File: config.mk
export PLATFORM = sky130hd
export DESIGN_NAME = pipe_mux_n
export DESIGN_NICKNAME = d
export VERILOG_FILES = /design/src/rtl/pipe_pkg.sv /design/src/rtl/skid_buf.sv /design/src/rtl/pipe_mux_n.sv
export SDC_FILE = /design/constraint.sdc
export NUM_CORES = 1
export LEC_CHECK = 0
export ABC_AREA = 1
export ABC_CLOCK_PERIOD_IN_PS = 1780
export CORE_UTILIZATION = 45
export DETAILED_ROUTE_END_ITERATION = 7
export DONT_BUFFER_PORTS = 1
export PLACE_DENSITY = 0.7
export SLEW_MARGIN = 20
export SYNTH_ARGS = -nofsm -noshare
export SYNTH_HDL_FRONTEND = slang
export SYNTH_SLANG_ARGS = --single-unit
export TNS_END_PERCENT = 10
File: constraint.sdc
create_clock -name clk -period 1.78 [get_ports clk]
set_clock_uncertainty 0.2 [all_clocks]
set_input_delay 0.534 -clock clk [delete_from_list [all_inputs] [get_ports clk]]
set_output_delay 0.534 -clock clk [all_outputs]
set_load 0.03 [all_outputs]
File: src/rtl/pipe_pkg.sv
// Shared types and helpers for the pipelined N-input mux and its skid buffer.
package pipe_pkg;

  typedef enum logic [1:0] {
    EMPTY = 2'd0,
    ONE   = 2'd1,
    TWO   = 2'd2
  } occ_t;

  localparam int unsigned DEF_WIDTH = 32;

  // Select width for n inputs; never narrower than one bit.
  function automatic int unsigned sel_width(input int unsigned n);
    if (n < 2) return 32'd1;
    return 32'($clog2(n));
  endfunction

endpackage

File: src/rtl/skid_buf.sv
// Two-entry skid buffer with valid/ready handshake and flush.
// in_ready is a flop, so there is no combinational path from out_ready to in_ready.
module skid_buf
  import pipe_pkg::*;
#(
  parameter int unsigned DW = 8
) (
  input  logic          clk,
  input  logic          rst_n,
  input  logic [DW-1:0] in_pl,
  input  logic          in_valid,
  output logic          in_ready,
  input  logic          flush,
  output logic [DW-1:0] out_pl,
  output logic          out_valid,
  input  logic          out_ready
);

  occ_t          state, state_nxt;
  logic [DW-1:0] head, skid, head_nxt, skid_nxt;
  logic          ready_q, valid_q;
  logic          accept, drain;

  assign in_ready  = ready_q;
  assign out_valid = valid_q;
  assign out_pl    = head;
  assign accept    = in_valid & ready_q;
  assign drain     = valid_q & out_ready;

  // State and datapath registers; handshake flags follow the next state.
  always_ff @(posedge clk) begin
    if (!rst_n) begin
      state   <= EMPTY;
      head    <= '0;
      skid    <= '0;
      ready_q <= 1'b0;
      valid_q <= 1'b0;
    end else begin
      state   <= state_nxt;
      head    <= head_nxt;
      skid    <= skid_nxt;
      ready_q <= (state_nxt != TWO);
      valid_q <= (state_nxt != EMPTY);
    end
  end

  // Occupancy transitions; flush overrides everything.
  always_comb begin
    state_nxt = state;
    case (state)
      EMPTY:   if (accept) state_nxt = ONE;
      ONE: begin
        if (accept && !drain)      state_nxt = TWO;
        else if (drain && !accept) state_nxt = EMPTY;
      end
      TWO:     if (drain) state_nxt = ONE;
      default: state_nxt = EMPTY;
    endcase
    if (flush) state_nxt = EMPTY;
  end

  // Entry movement: fill the free slot, or promote the skid entry on drain.
  always_comb begin
    head_nxt = head;
    skid_nxt = skid;
    case (state)
      EMPTY: if (accept) head_nxt = in_pl;
      ONE: begin
        if (accept) begin
          if (drain) head_nxt = in_pl;
          else       skid_nxt = in_pl;
        end
      end
      TWO:     if (drain) head_nxt = skid;
      default: ;
    endcase
  end

endmodule

File: src/rtl/pipe_mux_n.sv
// N-input registered mux feeding a skid buffer; one-cycle latency.
// Define PIPE_MUX_SEL_CHECK_EN to zero out-of-range selections and flag them on err.
module pipe_mux_n
  import pipe_pkg::*;
#(
  parameter int unsigned WIDTH = DEF_WIDTH,
  parameter int unsigned N_IN  = 4,
  parameter int unsigned SEL_W = sel_width(N_IN)
) (
  input  logic                  clk,
  input  logic                  rst_n,
  input  logic [N_IN*WIDTH-1:0] in_data,
  input  logic [SEL_W-1:0]      sel,
  input  logic                  in_valid,
  output logic                  in_ready,
  input  logic                  flush,
  output logic [WIDTH-1:0]      out_data,
  output logic [SEL_W-1:0]      out_sel,
  output logic                  out_valid,
  input  logic                  out_ready
`ifdef PIPE_MUX_SEL_CHECK_EN
  ,
  output logic                  err
`endif
);

`ifdef PIPE_MUX_SEL_CHECK_EN
  localparam int unsigned PW = WIDTH + SEL_W + 1;
  logic sel_err;
`else
  localparam int unsigned PW = WIDTH + SEL_W;
`endif

  logic [WIDTH-1:0] sel_data;
  logic [PW-1:0]    in_pl, out_pl;

  // Input selection; unmatched selects fall back to input 0.
  always_comb begin
    sel_data = in_data[WIDTH-1:0];
    for (int unsigned k = 1; k < N_IN; k++) begin
      if (sel == SEL_W'(k)) sel_data = in_data[k*WIDTH +: WIDTH];
    end
`ifdef PIPE_MUX_SEL_CHECK_EN
    sel_err = 1'b0;
    if (32'(sel) >= N_IN) begin
      sel_data = '0;
      sel_err  = 1'b1;
    end
`endif
  end

`ifdef PIPE_MUX_SEL_CHECK_EN
  assign in_pl = {sel_err, sel, sel_data};
  assign err   = out_pl[PW-1];
`else
  assign in_pl = {sel, sel_data};
`endif
  assign out_data = out_pl[WIDTH-1:0];
  assign out_sel  = out_pl[WIDTH +: SEL_W];

  skid_buf #(.DW(PW)) u_skid (
    .clk       (clk),
    .rst_n     (rst_n),
    .in_pl     (in_pl),
    .in_valid  (in_valid),
    .in_ready  (in_ready),
    .flush     (flush),
    .out_pl    (out_pl),
    .out_valid (out_valid),
    .out_ready (out_ready)
  );

endmodule

# Word level (Yosys, flattened, before mapping)

Cells that the tools add are included.

Eq/ne operators: 10
Multiplexer cells: 14
Bitwise operators: 3
Reductions and logical operators: 9

Operators by type and width:

| operator                                                                 | number |
|---|---|
| 34-bit 2-to-1 mux                                                        | 4 |
| 34-bit case mux with 3 select lines                                      | 1 |
| 32-bit 2-to-1 mux                                                        | 3 |
| 2-bit 2-to-1 mux                                                         | 5 |
| 2-bit by 1-bit inequality test with 1-bit output (second input constant) | 4 |
| 2-bit == test (second input constant)                                    | 3 |
| 2-bit case mux with 3 select lines                                       | 1 |
| 5-bit AND reduction                                                      | 1 |
| 2-bit by 1-bit == test with 1-bit output (second input constant)         | 2 |
| 3-bit AND reduction                                                      | 1 |
| 3-bit nonzero test                                                       | 1 |
| 1-bit AND                                                                | 2 |
| 1-bit logical AND                                                        | 2 |
| 1-bit logical NOT                                                        | 2 |
| 2-bit logical NOT                                                        | 1 |
| 2-bit inequality test (second input constant)                            | 1 |
| 2-bit nonzero test                                                       | 1 |
| 1-bit NOT                                                                | 1 |

Register bits: 72
Logic and storage cells: 41

# Depth between registers and ports, before layout

Word-level depth: 8
Mapped depth: 10
Mapped depth without buffers: 9

# Hierarchy

A second synthesis with hierarchy kept.

Cells, all modules: 813
Area total of the unflattened synthesis: 4514.3 um^2

Modules (own cells, without submodules):

| module     | instances | cells each | area each (um^2) |
|---|---|---|---|
| skid_buf   | 1         | 502        | 3221.8 |
| pipe_mux_n | 1         | 311        | 1292.5 |

# Worst setup path before layout

OpenSTA, ideal clock, no wires.

Kind: register to register
From: reg u_skid.valid_q (netlist: u_skid.out_valid)
To: reg u_skid.head[12] (netlist: u_skid.out_pl[12])
Arrival time: 1.382 ns
Data required time: 1.463 ns
Slack: 0.081 ns
Stages on the path, launching flop included: 8
Buffers on the path: 2
Clock period less this slack: 1.699 ns
Cell sequence: dfxtp_1 -> nand2_1 -> o21ai_1 -> nand3_2 -> buf_6 -> buf_6 -> a21oi_2 -> a21oi_1

Longest elaborated chain between the ends: 3
Elaborated cells between the ends (all ways): 4
Those cells by class: 2 x eq/ne; 1 x bitwise; 1 x reduce/logical

RTL lines:

| element                                                           | RTL line       | text |
|---|---|---|
| start, declared                                                   | skid_buf.sv:21 | `logic ready_q, valid_q;` |
| start signal, assigned                                            | skid_buf.sv:43 | `valid_q <= (state_nxt != EMPTY);` |
| 1-bit AND (*)                                                     | skid_buf.sv:28 | `assign drain = valid_q & out_ready;` |
| 2-bit by 1-bit inequality test with 1-bit output (no source line) | -              |  |
| 5-bit AND reduction (no source line) (*)                          | -              |  |
| end signal, assigned                                              | skid_buf.sv:40 | `head <= head_nxt;` |
| end, declared                                                     | skid_buf.sv:20 | `logic [DW-1:0] head, skid, head_nxt, skid_nxt;` |

Every way passes the cells marked *; elsewhere a longest branch is shown, timed or not.
A chain may end at the register's enable or synchronous reset.

# Worst setup path after layout

From: reg u_skid.head[22] (netlist: u_skid.out_pl[22])
To: out out_data[22]

RTL lines:

| element       | RTL line         | text |
|---|---|---|
| end, declared | pipe_mux_n.sv:17 | `output logic [WIDTH-1:0] out_data,` |

No word-level cell between the ends.

==> results by stage <==
Worst setup path:
- In this run the worst path has a maximum fanout of 2.
- The critical path is of the reg2out type.
- The startpoint type of the worst setup path is a flop.
- The worst setup path is captured at an output pin.
- The end of the worst register-to-register path is u_skid.out_pl[33].
- The total stage count of the critical path is 0.
- The worst flop-to-flop path startpoint is u_skid.state[0].
- The count of cells along the worst register-to-register path is 6.
- At the worst endpoint, the required time is 1.05 ns.
- The worst path arrival time is 0.94 ns.
- The worst-case register-to-register setup slack is 0.14 ns.

Timing:
- The total negative slack is 0 ns.
- The final hold violation count came to 0.
- Setup repair after global routing left no endpoint under its margin.
- In the post-route analysis, the smallest setup slack over all paths is 0.1071 ns.
- The final number of max-transition violations is 0.
- On the final layout, the worst hold slack is 0.1031 ns.
- The time the final worst path needs with I/O delays and setup is 1.673 ns.
- Measured against its own limit, the worst slew margin works out to 67.83%.
- The number of setup violations in the final report is 0.
- Based on the critical path, the design can be clocked at up to 597.8 MHz.
- After layout, the worst path uses 93.98% of the clock period.
- At the pin with the least slew margin, the transition time is 0.4818 ns.

Synthesis:
- Sorting the synthesized cells by area gives the leading types as dfxtp_1 32%, nand2_1 22%, inv_1 11%.
- The Yosys step of the flow raised 0 warnings.
- The netlist uses 26 different library cells.
- When the netlist entered floorplanning its net count stood at 898.
- Sequential elements use 32.06% of the synthesized area.
- The share of Yosys cell area claimed by the top area cell type is 32.06%.
- The gate count of the mapped netlist is 763.
- Synthesis inferred 72 register bits.
- Summed over all instances, the cell type with the most area after synthesis is dfxtp_1.
- Each instance of the synthesized netlist takes up on average 5.892 um^2.
- The cell area after synthesis is 4496 um^2.

Min path:
- The worst hold endpoint is u_skid.out_pl[5].
- The startpoint of the tightest hold check path is rst_n.
- The type of the tightest min-delay check is in2reg.
- The number of stages on the worst hold path is 2.

CTS:
- TritonCTS built the clock tree.
- The number of clock buffers inserted by TritonCTS is 9.
- The largest buffer count on any clock path is 2.
- After clock tree synthesis, the flow added hold-fix buffers numbering 0.
- The later-pin clock latency in the skew report is 0.35 ns.
- CTS placed an instance of clkbuf_8 at the clock tree root.
- The clock-pin transition on the worst setup and hold timing paths is 0.08 ns.
- The post-CTS setup repair buffer count is 0.
- Clock tree synthesis found a total of 72 sinks.
- The number of levels the H-tree was split into is 3.
- The total of cells resized after clock tree synthesis is 0.

Detailed routing:
- The post-detailed-route count of antenna-violating nets is 0.
- After detailed routing, the number of remaining DRC violations is 0.
- The first TritonRoute pass finished after 4 iterations.
- The routed layout has 4480 vias.
- The number of vias per cell after detailed routing is 5.051.
- The first routing iteration left 195 violations.
- The final layout contains routed wiring with a total length of 12660 um.
- The average wire length per cell after detail routing is 14.27 um.

Die:
- The row count is 36.
- The overall die height is 102.0 um.
- The die covers 10390 um^2.
- Once the floorplan was initialized, standard cells occupied 46.21% of the core.
- The die is 102.0 um wide.
- The placeable core region is 9729 um^2.
- In this run the count of I/O pins placed on the die edge is 171.

Final layout:
- The layout filler cell count is 1028.
- The most common cell after layout, fill and taps aside is nand2_1.
- In the final layout, the multi-input gates occupy 2258 um^2.
- The net total in the final layout is 884.
- The register cell area after layout is 1441 um^2.
- In the layout the commonest cells are 265 x nand2_1, 126 x inv_1, 72 x dfxtp_1, 67 x nor2_1, 56 x nand3_1.
- Compared with the post-synthesis result, the final layout area differs by 6.012%.
- The diode insertion count for antenna repair is 0.
- Cells with a size suffix above 1 make up 8.753% of the layout.
- The post-layout instance count excluding filler cells is 887.

Pwr:
- The worst-case IR drop observed on VDD is 394.3 uV.
- The relative contribution of sequential cells to total power is 50.0%.
- The share of power burned in the clock network is 33.5%.
- The net switching fraction of the power is 31.71%.
- Summed over all nets, the switching power comes to 1.188 mW.
- The internal power of the cells totals 2.559 mW.
- Per report_power, the combinational group accounts for 16.5% of the total.
- The analysis attributes to cell leakage a power of 2.712 nW.
- The cell area power density is 786.3 nW/um^2.

Global route:
- The first global-routing pass estimated 19640 um of wire.
- Entering global routing, the biggest net connects 49 pins.
- The residual overflow from global routing is 0.
- The via count of the first global-routing pass is 4172.
- The number of antenna violations at the first check in global routing is 0.
- The total routing resource utilization after global routing is 24.87%.

Placed design:
- The wire-length estimate of the detail-placed layout is 8999 um.
- The count of buffers from port buffering is 0.
- At the end of routability-driven placement, the weighted congestion stood at 0.8751.
- Once placement completed, the tool counted placed cells totaling 871.
- The worst slack after detailed placement is -0.01172 ns.

Run status:
- The flow ran to the end, and the final reports show no timing, DRC or antenna violations.

Job:
- The number of maximum-capacitance violations is 0.
## registers in the layout, summed over array words and instances, names as in the netlist
register,cells
u_skid.state,2
u_skid.out_valid,1
u_skid.out_pl,34
u_skid.in_ready,1
u_skid.skid,34
## power groups by stage
stage / logic [mW] / registers [mW] / clock network [mW]
final: 0.619 / 1.87 / 1.25
after global routing: 0.712 / 1.88 / 1.35
after CTS: 0.619 / 1.88 / 1.29
after detailed placement: 0.615 / 1.91 / 0
after global placement: 0.602 / 1.91 / 0
after floorplan: 0.511 / 1.89 / 0
## cell families after synthesis
| group | synth area share [%] |
|---|---|
| compound gates | 14.25 |
| buf+inv | 17.70 |
| simple gates | 35.79 |
| flops | 32.06 |
| xor+xnor | 0.1949 |
## per-layer routing
layer / global-route usage [%] / wire, um
met2: 44.39 / 5964
met1: 28.17 / 5515
met5: 0 / 0
met3: 5.951 / 939
met4: 11.10 / 238
## cells in the mapped netlist
library cell	n
dfxtp_1	72
xnor2_1	1
nand2_2	2
o21ai_0	12
nand2_4	2
nor2_1	67
o21ai_1	31
or2_0	2
or2_2	2
nand2_1	265
inv_1	126
buf_1	4
clkbuf_1	10
a21oi_1	52
nor2_2	1
nand3_2	1
buf_4	7
nand3_1	56
clkinv_1	1
buf_6	11
buf_2	12
a21oi_2	18
o211ai_1	1
and2_1	1
inv_4	3
inv_2	3
## how the worst max path moves through the flow
stage                            startpoint                end  slack, ns
after global placement            out_ready  u_skid.out_pl[33]       0.03
after detailed placement          out_ready   u_skid.out_pl[3]      -0.01
after floorplan            u_skid.out_valid  u_skid.out_pl[12]       0.08
final                     u_skid.out_pl[22]       out_data[22]       0.11
after CTS                 u_skid.out_pl[22]       out_data[22]       0.09
after global routing        u_skid.state[1]    u_skid.skid[10]       0.03
## through the flow
stage / utilization (%) / cell area (um^2) / power [mW]
after CTS: 48.98 / 4766 / 3.784
after global routing: 48.98 / 4766 / 3.951
after global placement: 47.06 / 4578 / 2.514
after detailed placement: 47.06 / 4578 / 2.529
after floorplan: - / 4496 / 2.405
final: 48.98 / 4766 / 3.747
## final cells by class
type,instances,area share (%)
sequential,72,30.24
inverter,133,10.63
clock inverter,6,1.260
multi-input combinational,514,47.39
timing repair buffer,19,4.306
clock buffer,10,2.678
tap,133,3.492
Power figures use the tool's default switching activity.
